[src/rtl/iomem_bus_ctrl_pkg.sv]
// Shared types and helpers for the iomem bus controller: FSM state encoding,
// default error read data and the page decode used to pick a slot.
package iomem_bus_pkg;

  typedef enum logic [1:0] {
    IDLE,
    WAIT,
    RESP,
    ERR
  } state_t;

  localparam logic [31:0] DEFAULT_ERR_DATA = 32'hDEAD_BEEF;

  // Nine-bit compare so BASE_PAGE near 8'hFF cannot wrap the upper bound.
  function automatic logic page_hit(input logic [7:0] addr_page,
                                    input logic [7:0] base,
                                    input int unsigned n);
    logic [8:0] page;
    logic [8:0] lo;
    logic [8:0] hi;
    page = {1'b0, addr_page};
    lo   = {1'b0, base};
    hi   = lo + 9'(n);
    return (page >= lo) && (page < hi);
  endfunction

endpackage

[src/rtl/iomem_bus_ctrl_if.sv]
// CPU-side picosoc iomem handshake; master is the CPU, slave is the controller.
interface iomem_bus_ctrl_if;

  logic        iomem_valid;
  logic        iomem_ready;
  logic [3:0]  iomem_wstrb;
  logic [31:0] iomem_addr;
  logic [31:0] iomem_wdata;
  logic [31:0] iomem_rdata;

  modport master (
    output iomem_valid, iomem_wstrb, iomem_addr, iomem_wdata,
    input  iomem_ready, iomem_rdata
  );

  modport slave (
    input  iomem_valid, iomem_wstrb, iomem_addr, iomem_wdata,
    output iomem_ready, iomem_rdata
  );

endinterface

[src/rtl/iomem_bus_ctrl.sv]
// Routes the single iomem request to one of NSLOT page-decoded slots, waits for
// the slot ack, and terminates unacked or unmapped accesses with an error response.
module iomem_bus_ctrl
  import iomem_bus_pkg::*;
#(
  parameter int          NSLOT     = 4,
  parameter logic [7:0]  BASE_PAGE = 8'h03,
  parameter int          TIMEOUT   = 255,
  parameter logic [31:0] ERR_DATA  = DEFAULT_ERR_DATA
) (
  input  logic                  clk,
  input  logic                  resetn,
  iomem_bus_ctrl_if.slave       iomem,
  output logic [NSLOT-1:0]      sl_valid,
  output logic [3:0]            sl_wstrb,
  output logic [23:0]           sl_addr,
  output logic [31:0]           sl_wdata,
  input  logic [NSLOT-1:0]      sl_ready,
  input  logic [32*NSLOT-1:0]   sl_rdata,
  output logic                  err_irq,
  output logic [31:0]           err_addr,
  output logic [7:0]            err_count
);

  localparam int               IDXW         = (NSLOT > 1) ? $clog2(NSLOT) : 1;
  localparam logic [NSLOT-1:0] SLOT0        = NSLOT'(1);
  localparam logic [15:0]      TIMEOUT_LAST = 16'(TIMEOUT - 1);

  state_t          state;
  logic [15:0]     timer;
  logic [IDXW-1:0] idx;
  logic [31:0]     req_addr;
  logic            req_hit;
  logic [IDXW-1:0] req_idx;
  logic            sel_ack;
  logic [31:0]     sel_rdata;

  assign req_hit = page_hit(iomem.iomem_addr[31:24], BASE_PAGE, NSLOT);
  assign req_idx = IDXW'(iomem.iomem_addr[31:24] - BASE_PAGE);
  assign sl_addr = req_addr[23:0];

  // sl_valid is one-hot, so masking with it discards acks from idle slots.
  assign sel_ack = |(sl_ready & sl_valid);

  always_comb begin
    sel_rdata = '0;
    for (int i = 0; i < NSLOT; i++) begin
      if (idx == IDXW'(i)) begin
        sel_rdata = sl_rdata[32*i +: 32];
      end
    end
  end

  // Error bookkeeping is done on entry to ERR so err_irq lines up with the ERR
  // cycle; the response data and ready strobe are loaded on the way out of ERR.
  always_ff @(posedge clk or negedge resetn) begin
    if (!resetn) begin
      state             <= IDLE;
      timer             <= '0;
      idx               <= '0;
      req_addr          <= '0;
      sl_valid          <= '0;
      sl_wstrb          <= '0;
      sl_wdata          <= '0;
      iomem.iomem_ready <= 1'b0;
      iomem.iomem_rdata <= '0;
      err_irq           <= 1'b0;
      err_addr          <= '0;
      err_count         <= '0;
    end else begin
      iomem.iomem_ready <= 1'b0;
      err_irq           <= 1'b0;
      case (state)
        IDLE: begin
          if (iomem.iomem_valid) begin
            if (req_hit) begin
              req_addr <= iomem.iomem_addr;
              sl_wstrb <= iomem.iomem_wstrb;
              sl_wdata <= iomem.iomem_wdata;
              idx      <= req_idx;
              sl_valid <= SLOT0 << req_idx;
              timer    <= '0;
              state    <= WAIT;
            end else begin
              err_irq  <= 1'b1;
              err_addr <= iomem.iomem_addr;
              if (err_count != 8'hFF) err_count <= err_count + 8'd1;
              state    <= ERR;
            end
          end
        end
        WAIT: begin
          if (sel_ack) begin
            iomem.iomem_rdata <= sel_rdata;
            iomem.iomem_ready <= 1'b1;
            sl_valid          <= '0;
            state             <= RESP;
          end else if (timer == TIMEOUT_LAST) begin
            sl_valid <= '0;
            err_irq  <= 1'b1;
            err_addr <= req_addr;
            if (err_count != 8'hFF) err_count <= err_count + 8'd1;
            state    <= ERR;
          end else begin
            timer <= timer + 16'd1;
          end
        end
        ERR: begin
          iomem.iomem_rdata <= ERR_DATA;
          iomem.iomem_ready <= 1'b1;
          state             <= RESP;
        end
        RESP: begin
          state <= IDLE;
        end
        default: begin
          state <= IDLE;
        end
      endcase
    end
  end

endmodule
[src/flat_wrapper.sv]
// flat-port wrapper written by rule: the top's interface ports become plain ports
module iomem_bus_ctrl_flat import iomem_bus_pkg::*;
#(
  parameter int          NSLOT     = 4,
  parameter logic [7:0]  BASE_PAGE = 8'h03,
  parameter int          TIMEOUT   = 255,
  parameter logic [31:0] ERR_DATA  = DEFAULT_ERR_DATA
)
  (clk, resetn, sl_valid, sl_wstrb, sl_addr, sl_wdata, sl_ready, sl_rdata, err_irq, err_addr, err_count, iomem_iomem_valid, iomem_iomem_wstrb, iomem_iomem_addr, iomem_iomem_wdata, iomem_iomem_ready, iomem_iomem_rdata);
  iomem_bus_ctrl_if iomem_i ();
  input  logic clk;
  input  logic resetn;
  output logic [NSLOT-1:0] sl_valid;
  output logic [3:0] sl_wstrb;
  output logic [23:0] sl_addr;
  output logic [31:0] sl_wdata;
  input  logic [NSLOT-1:0] sl_ready;
  input  logic [32*NSLOT-1:0] sl_rdata;
  output logic err_irq;
  output logic [31:0] err_addr;
  output logic [7:0] err_count;
  input wire logic [$bits(iomem_i.iomem_valid)-1:0] iomem_iomem_valid;
  input wire logic [$bits(iomem_i.iomem_wstrb)-1:0] iomem_iomem_wstrb;
  input wire logic [$bits(iomem_i.iomem_addr)-1:0] iomem_iomem_addr;
  input wire logic [$bits(iomem_i.iomem_wdata)-1:0] iomem_iomem_wdata;
  output wire logic [$bits(iomem_i.iomem_ready)-1:0] iomem_iomem_ready;
  output wire logic [$bits(iomem_i.iomem_rdata)-1:0] iomem_iomem_rdata;
  assign iomem_i.iomem_valid = iomem_iomem_valid;
  assign iomem_i.iomem_wstrb = iomem_iomem_wstrb;
  assign iomem_i.iomem_addr = iomem_iomem_addr;
  assign iomem_i.iomem_wdata = iomem_iomem_wdata;
  assign iomem_iomem_ready = iomem_i.iomem_ready;
  assign iomem_iomem_rdata = iomem_i.iomem_rdata;
  iomem_bus_ctrl #(.NSLOT(NSLOT), .BASE_PAGE(BASE_PAGE), .TIMEOUT(TIMEOUT), .ERR_DATA(ERR_DATA)) u_core (.clk(clk), .resetn(resetn), .iomem(iomem_i), .sl_valid(sl_valid), .sl_wstrb(sl_wstrb), .sl_addr(sl_addr), .sl_wdata(sl_wdata), .sl_ready(sl_ready), .sl_rdata(sl_rdata), .err_irq(err_irq), .err_addr(err_addr), .err_count(err_count));
endmodule
[config.mk]
export PLATFORM = sky130hd
export DESIGN_NAME = iomem_bus_ctrl_flat
export DESIGN_NICKNAME = d
export VERILOG_FILES = /design/src/rtl/iomem_bus_ctrl_pkg.sv /design/src/rtl/iomem_bus_ctrl_if.sv /design/src/rtl/iomem_bus_ctrl.sv /design/src/flat_wrapper.sv
export SDC_FILE = /design/constraint.sdc
export NUM_CORES = 1
export LEC_CHECK = 0
export ABC_CLOCK_PERIOD_IN_PS = 1900
export BUFFER_PORTS_ARGS = -buffer_cell sky130_fd_sc_hd__buf_2
export CAP_MARGIN = 5
export CORE_MARGIN = 3
export CORE_UTILIZATION = 43
export DETAILED_ROUTE_END_ITERATION = 8
export PLACE_DENSITY = 0.77
export REMOVE_ABC_BUFFERS = 1
export SETUP_SLACK_MARGIN = 0.2
export SYNTH_ARGS = -nofsm -noshare
export SYNTH_HDL_FRONTEND = slang
export SYNTH_SLANG_ARGS = --single-unit
[constraint.sdc]
create_clock -name clk -period 1.9 [get_ports clk]
set_input_delay 0.19 -clock clk [delete_from_list [all_inputs] [get_ports clk]]
set_output_delay 0.19 -clock clk [all_outputs]
set_load 0.01 [all_outputs]
* Word-level counts from Yosys, hierarchy flattened *
Index checks and enable logic that the tools add are counted.

operators by class
  add/sub/neg operators = 3
  magnitude comparators = 2
  eq/ne operators = 16
  shift-type cells = 1
  muxes and demuxes = 39
  bitwise operators = 1
  reduce and logical (&&, ||, !) cells = 12

operator list
  operator                                                                       number
  32-bit 2-to-1 mux                                                              9
  32-bit case mux with 2 select lines                                            2
  16-bit 2-to-1 mux                                                              4
  8-bit 2-to-1 mux                                                               5
  16-bit case mux with 2 select lines                                            1
  16-bit by 1-bit adder with 16-bit output (second input constant)               1
  16-bit by 8-bit equality test with 1-bit output (second input constant)        1
  4-bit 2-to-1 mux                                                               4
  8-bit case mux with 2 select lines                                             1
  5-bit AND reduction                                                            2
  8-bit by 1-bit adder with 8-bit output (second input constant)                 1
  2-bit equality test (second input constant)                                    4
  8-bit by 2-bit >= comparator with 1-bit output (second input constant)         1
  8-bit by 3-bit less-than comparator with 1-bit output (second input constant)  1
  2-bit 2-to-1 mux                                                               4
  2-bit inequality test (second input constant)                                  4
  8-bit inequality test (second input constant)                                  1
  2-bit case mux with 4 select lines                                             1
  4-bit case mux with 2 select lines                                             1
  2-bit by 1-bit inequality test with 1-bit output (second input constant)       3
  1-bit 2-to-1 mux                                                               5
  4-bit AND                                                                      1
  2-bit by 1-bit equality test with 1-bit output (second input constant)         2
  2-bit logical NOT                                                              2
  other kinds (10)                                                               13

storage, ports and cells
  bits in registers = 166
  input port bits = 203
  logic and storage cells = 86

* Longest topological paths before layout *
  word-level depth = 7
  depth in mapped cells = 9

* Least setup slack after synthesis *
OpenSTA, ideal clock, no wires.

  kind = register to register
  start point = register u_core.timer[0]
  end point = register u_core.err_count[5]
  library setup time = 127 ps
  data arrival time = 1876 ps
  path slack = -103 ps
  cell stages (with the launch flop) = 8
  path buffers = 0
  clock period less this slack = 2003 ps
  path through = dfrtp_1 inv_1 ha_1 and4b_1 nand4_1 o22a_2 or4_1 xnor2_1

between the ends
  longest elaborated chain between the ends = 3

RTL lines
  item                                                               line                   source
  from (decl)                                                        iomem_bus_ctrl.sv:30   logic [15:0] timer;
  from (signal assigned)                                             iomem_bus_ctrl.sv:105  timer <= timer + 16'd1;
  16-bit by 8-bit equality test with 1-bit output                    iomem_bus_ctrl.sv:98   end else if (timer == TIMEOUT_LAST) begin
  2-bit by 1-bit inequality test with 1-bit output (no source line)  --
  5-bit AND reduction (no source line)                               --
  to (signal assigned)                                               iomem_bus_ctrl.sv:87   if (err_count != 8'hFF) err_count <= err_count + 8'd1;
  to (signal assigned)                                               iomem_bus_ctrl.sv:102  if (err_count != 8'hFF) err_count <= err_count + 8'd1;
  to (decl)                                                          iomem_bus_ctrl.sv:22   output logic [7:0] err_count

No other way between the ends.
A chain may end at the register's enable or synchronous reset.

* Worst setup path after layout *
  start point = register u_core.timer[1]
  end point = register u_core.timer[10]

between the ends
  longest elaborated chain between the ends = 4
  elaborated cells between the ends (all ways) = 7
  classes of those cells = 1 x add/sub; 2 x eq/ne; 3 x mux; 1 x reduce/logical

RTL lines
  item                                      line                   source
  16-bit by 1-bit adder with 16-bit output  iomem_bus_ctrl.sv:105
  16-bit 2-to-1 mux                         iomem_bus_ctrl.sv:98
  16-bit 2-to-1 mux                         iomem_bus_ctrl.sv:93   if (sel_ack) begin
  16-bit case mux with 2 select lines       iomem_bus_ctrl.sv:73   case (state)

Parallel ways exist; a longest one is shown, timed or not. The select of a mux whose other input is x is not followed.

==> results.json <==
{
  "htreeDepth": 4,
  "timing.rr.start": "u_core.timer[1]",
  "clkTransAtPathRegs_ps": 70,
  "min_to": "u_core.req_addr[26]",
  "portBuffers": 340,
  "hold_viol_final": 0,
  "grt_first_pass_wirelength_um": 40060,
  "vias_per_cell": 5.319,
  "ys_ff_latch": 166,
  "hold_ws_ps": 39.05,
  "n_fill_cell": 1295,
  "numCtsBuffers": 17,
  "synthCells": 734,
  "slowest_delay_ps": 410,
  "setup_violations": 5,
  "drtAntennaViolNets": 0,
  "worstMarginPinSlew_ps": 570.5,
  "track_usage_pct": 25.58,
  "antenna_found_initial": 5,
  "worst_slack_ps": -46.60,
  "r2r_slack_ps": -50,
  "async_reset_ff_share_pct": 100.0,
  "layout_commonest_cell": "buf_2",
  "synth_warnings": 0,
  "dp_slack_ps": -288.0,
  "synth_cell_types": 44,
  "reg2regPathDepth": 8,
  "start_util_pct": 44.53,
  "gp_congestion": 0.9187,
  "fin_util_pct": 66.82,
  "num_io_pins": 341,
  "grt_max_degree": 75,
  "wl_per_cell_um": 19.08,
  "fin_cells": 1412,
  "cp_slowest_cell": "dfrtp_1",
  "status": "complete, but fails checks",
  "syn_to_final_growth_pct": 50.07,
  "crit_top_cell": "buf_4",
  "rsz0062_at_grt": "true",
  "first_global_vias": 7606,
  "ys_seq_area_share_pct": 53.20,
  "r2r-end": "u_core.timer[10]",
  "cp_max_fo": 5,
  "maxSlewHeadroom_pct": 61.97,
  "max_clock_freq_mhz": 513.7,
  "cts.sinks": 166,
  "fin_crit_sh_pct": 102.5,
  "violations": "negative setup slack",
  "p_total_w": 0.01275,
  "core_area_um2": 17540,
  "die-width_um": 140.8,
  "p_per_area_nw_per_um2": 1088,
  "worstHoldPathType": "in2reg",
  "cp-end-kind": "flop",
  "critPathArrivalTime_ps": 2300,
  "multiInputGateArea_um2": 3458,
  "clockBufferDepth": 2,
  "p_leak_nw": 5.982,
  "placedCellCount": 1289,
  "slew_viol_final": 0,
  "vias": 7511,
  "crit_chain": "ha_4 > and4b_1 > nand4_1 > buf_4 > a22oi_2 > buf_4 > or4_4 > a21oi_2",
  "clock_latency_ps": 420,
  "min_from": "iomem_iomem_addr[26]",
  "path_class": "reg2reg",
  "clock_skew_ps": 10.81,
  "dieArea_um2": 19810,
  "final_cell_mix": "buf_2, nand2_1, dfrtp_1",
  "dp_hpwl_um": 17750,
  "dieHeight_um": 140.8,
  "synth-edff-count": 0,
  "holdPathStages": 3,
  "wl_um": 26950,
  "root_buffer": "clkbuf_16",
  "rows": 48,
  "peakVddDrop_v": 0.0007055,
  "avgSynthCellArea_um2": 10.64,
  "critPathLaunch": "u_core.timer[1]",
  "post-route-min-period_ps": 1947,
  "layout-drive-gt1-share_pct": 46.32,
  "max_cap_viol_count": 0,
  "dr.pass1.iters": 5,
  "syn-cell-area_um2": 7809,
  "startpoint_type": "flop",
  "synthFlopType": "dfrtp_1",
  "cp.required_ps": 2250,
  "drc": 0,
  "overflow": 0,
  "final_nets": 1380,
  "regArea_um2": 4156,
  "first_iter_violations": 465,
  "cts_tree": "yes"
}
worst max path at each step:
stage | to | depth (start not counted)
final | u_core.timer[10] | 8
after global routing | u_core.err_count[7] | 9
after CTS | u_core.err_count[5] | 7
after detailed placement | u_core.timer[10] | 6
after global placement | u_core.timer[10] | 6
after floorplan | u_core.err_count[5] | 5
through the flow:
| stage | TNS (ps) | area (um2) |
|---|---|---|
| finish | -114.5 | 11720 |
| global route | -1420 | 11720 |
| CTS | -115.3 | 11330 |
| detailed placement | -17640 | 9941 |
| global placement | -13380 | 9941 |
| floorplan | -246060 | 7421 |
final cells by class:
type,count,share of cell area [%]
Sequential cell,166,35.47
Inverter,7,0.2669
Clock inverter,15,1.335
Timing Repair Buffer,484,27.30
Tap cell,225,2.402
Clock buffer,17,3.630
Antenna cell,4,0.08542
Multi-Input combinational cell,494,29.51
routing by layer:
layer  part of all wire (%)  up-vias  global-route usage, %
met4                    2.9        2                  9.638
met2                     52      390                  45.09
li1                       -     3411                      -
met3                    8.5       54                  6.547
met5                  0.048        -                      0
met1                     37     3654                  30.11
sequential cells by signal, indices dropped and copies added (netlist names):
register                  count
u_core.err_count              8
u_core.iomem.iomem_rdata     32
u_core.timer                 16
u_core.state                  2
u_core.err_addr              32
u_core.sl_valid               4
u_core.iomem.iomem_ready      1
u_core.idx                    2
u_core.sl_wdata              32
u_core.req_addr              32
u_core.err_irq                1
u_core.sl_wstrb               4
cells in the mapped netlist (2+ instances only):
cell	n	area share, %
a31oi_1	2	0.16
a21oi_1	16	1.0
o21ai_1	8	0.51
or3_1	11	0.88
nand2_1	238	11
nor2_1	8	0.38
xor2_1	2	0.22
buf_2	13	0.83
and3_1	6	0.48
o31ai_1	2	0.19
and2_1	9	0.72
nand3_1	11	0.70
or4_1	7	0.67
o21ai_0	37	2.4
inv_2	2	0.096
dfrtp_1	166	53
a22o_1	13	1.5
mux4_2	32	9.2
mux2_1	2	0.29
mux2i_1	30	3.8
buf_4	28	2.7
o22a_1	24	2.7
xnor2_1	3	0.34
a22oi_1	2	0.19
ha_1	7	1.1
nor3_1	3	0.19
nand4_1	5	0.40
clkbuf_1	23	1.1
inv_1	5	0.24
o211ai_1	4	0.38
buf_6	2	0.29
kinds of logic after synthesis:
| family | Yosys count | synth area share, % |
|---|---|---|
| mux | 64 | 13.36 |
| compound gates | 111 | 9.373 |
| buf+inv | 74 | 5.304 |
| xor+xnor | 5 | 0.5609 |
| fa+ha+maj | 7 | 1.122 |
| flops | 166 | 53.20 |
| simple gates | 307 | 17.08 |
power by group:
| group | internal (W) | switching, W |
|---|---|---|
| clock network | 0.00176 | 0.00163 |
| registers | 0.00424 | 0.000544 |
| logic | 0.00224 | 0.00234 |
| total | 0.00823 | 0.00451 |
worst max-delay path, delay by kind of cell (launching register included):
family                   cells  cell delay, ps
buffers and inverters        2             330
flip-flops                   1             410
AO/OA/AOI/OAI                2             250
adder cells (fa/ha/maj)      1             170
AND/OR/NAND/NOR              3             700
timing repair:
action / 4_1_cts / 5_1_grt
endpoints found under the hold margin: 109 / 0
buffers inserted: 13 / 7
hold buffers: 60 / 0
gates resized for setup: 32 / 72
endpoints found under the setup margin: 95 / 109
pin swaps: 29 / 22
gates cloned: 0 / 7
Power figures use the tool's default switching activity.
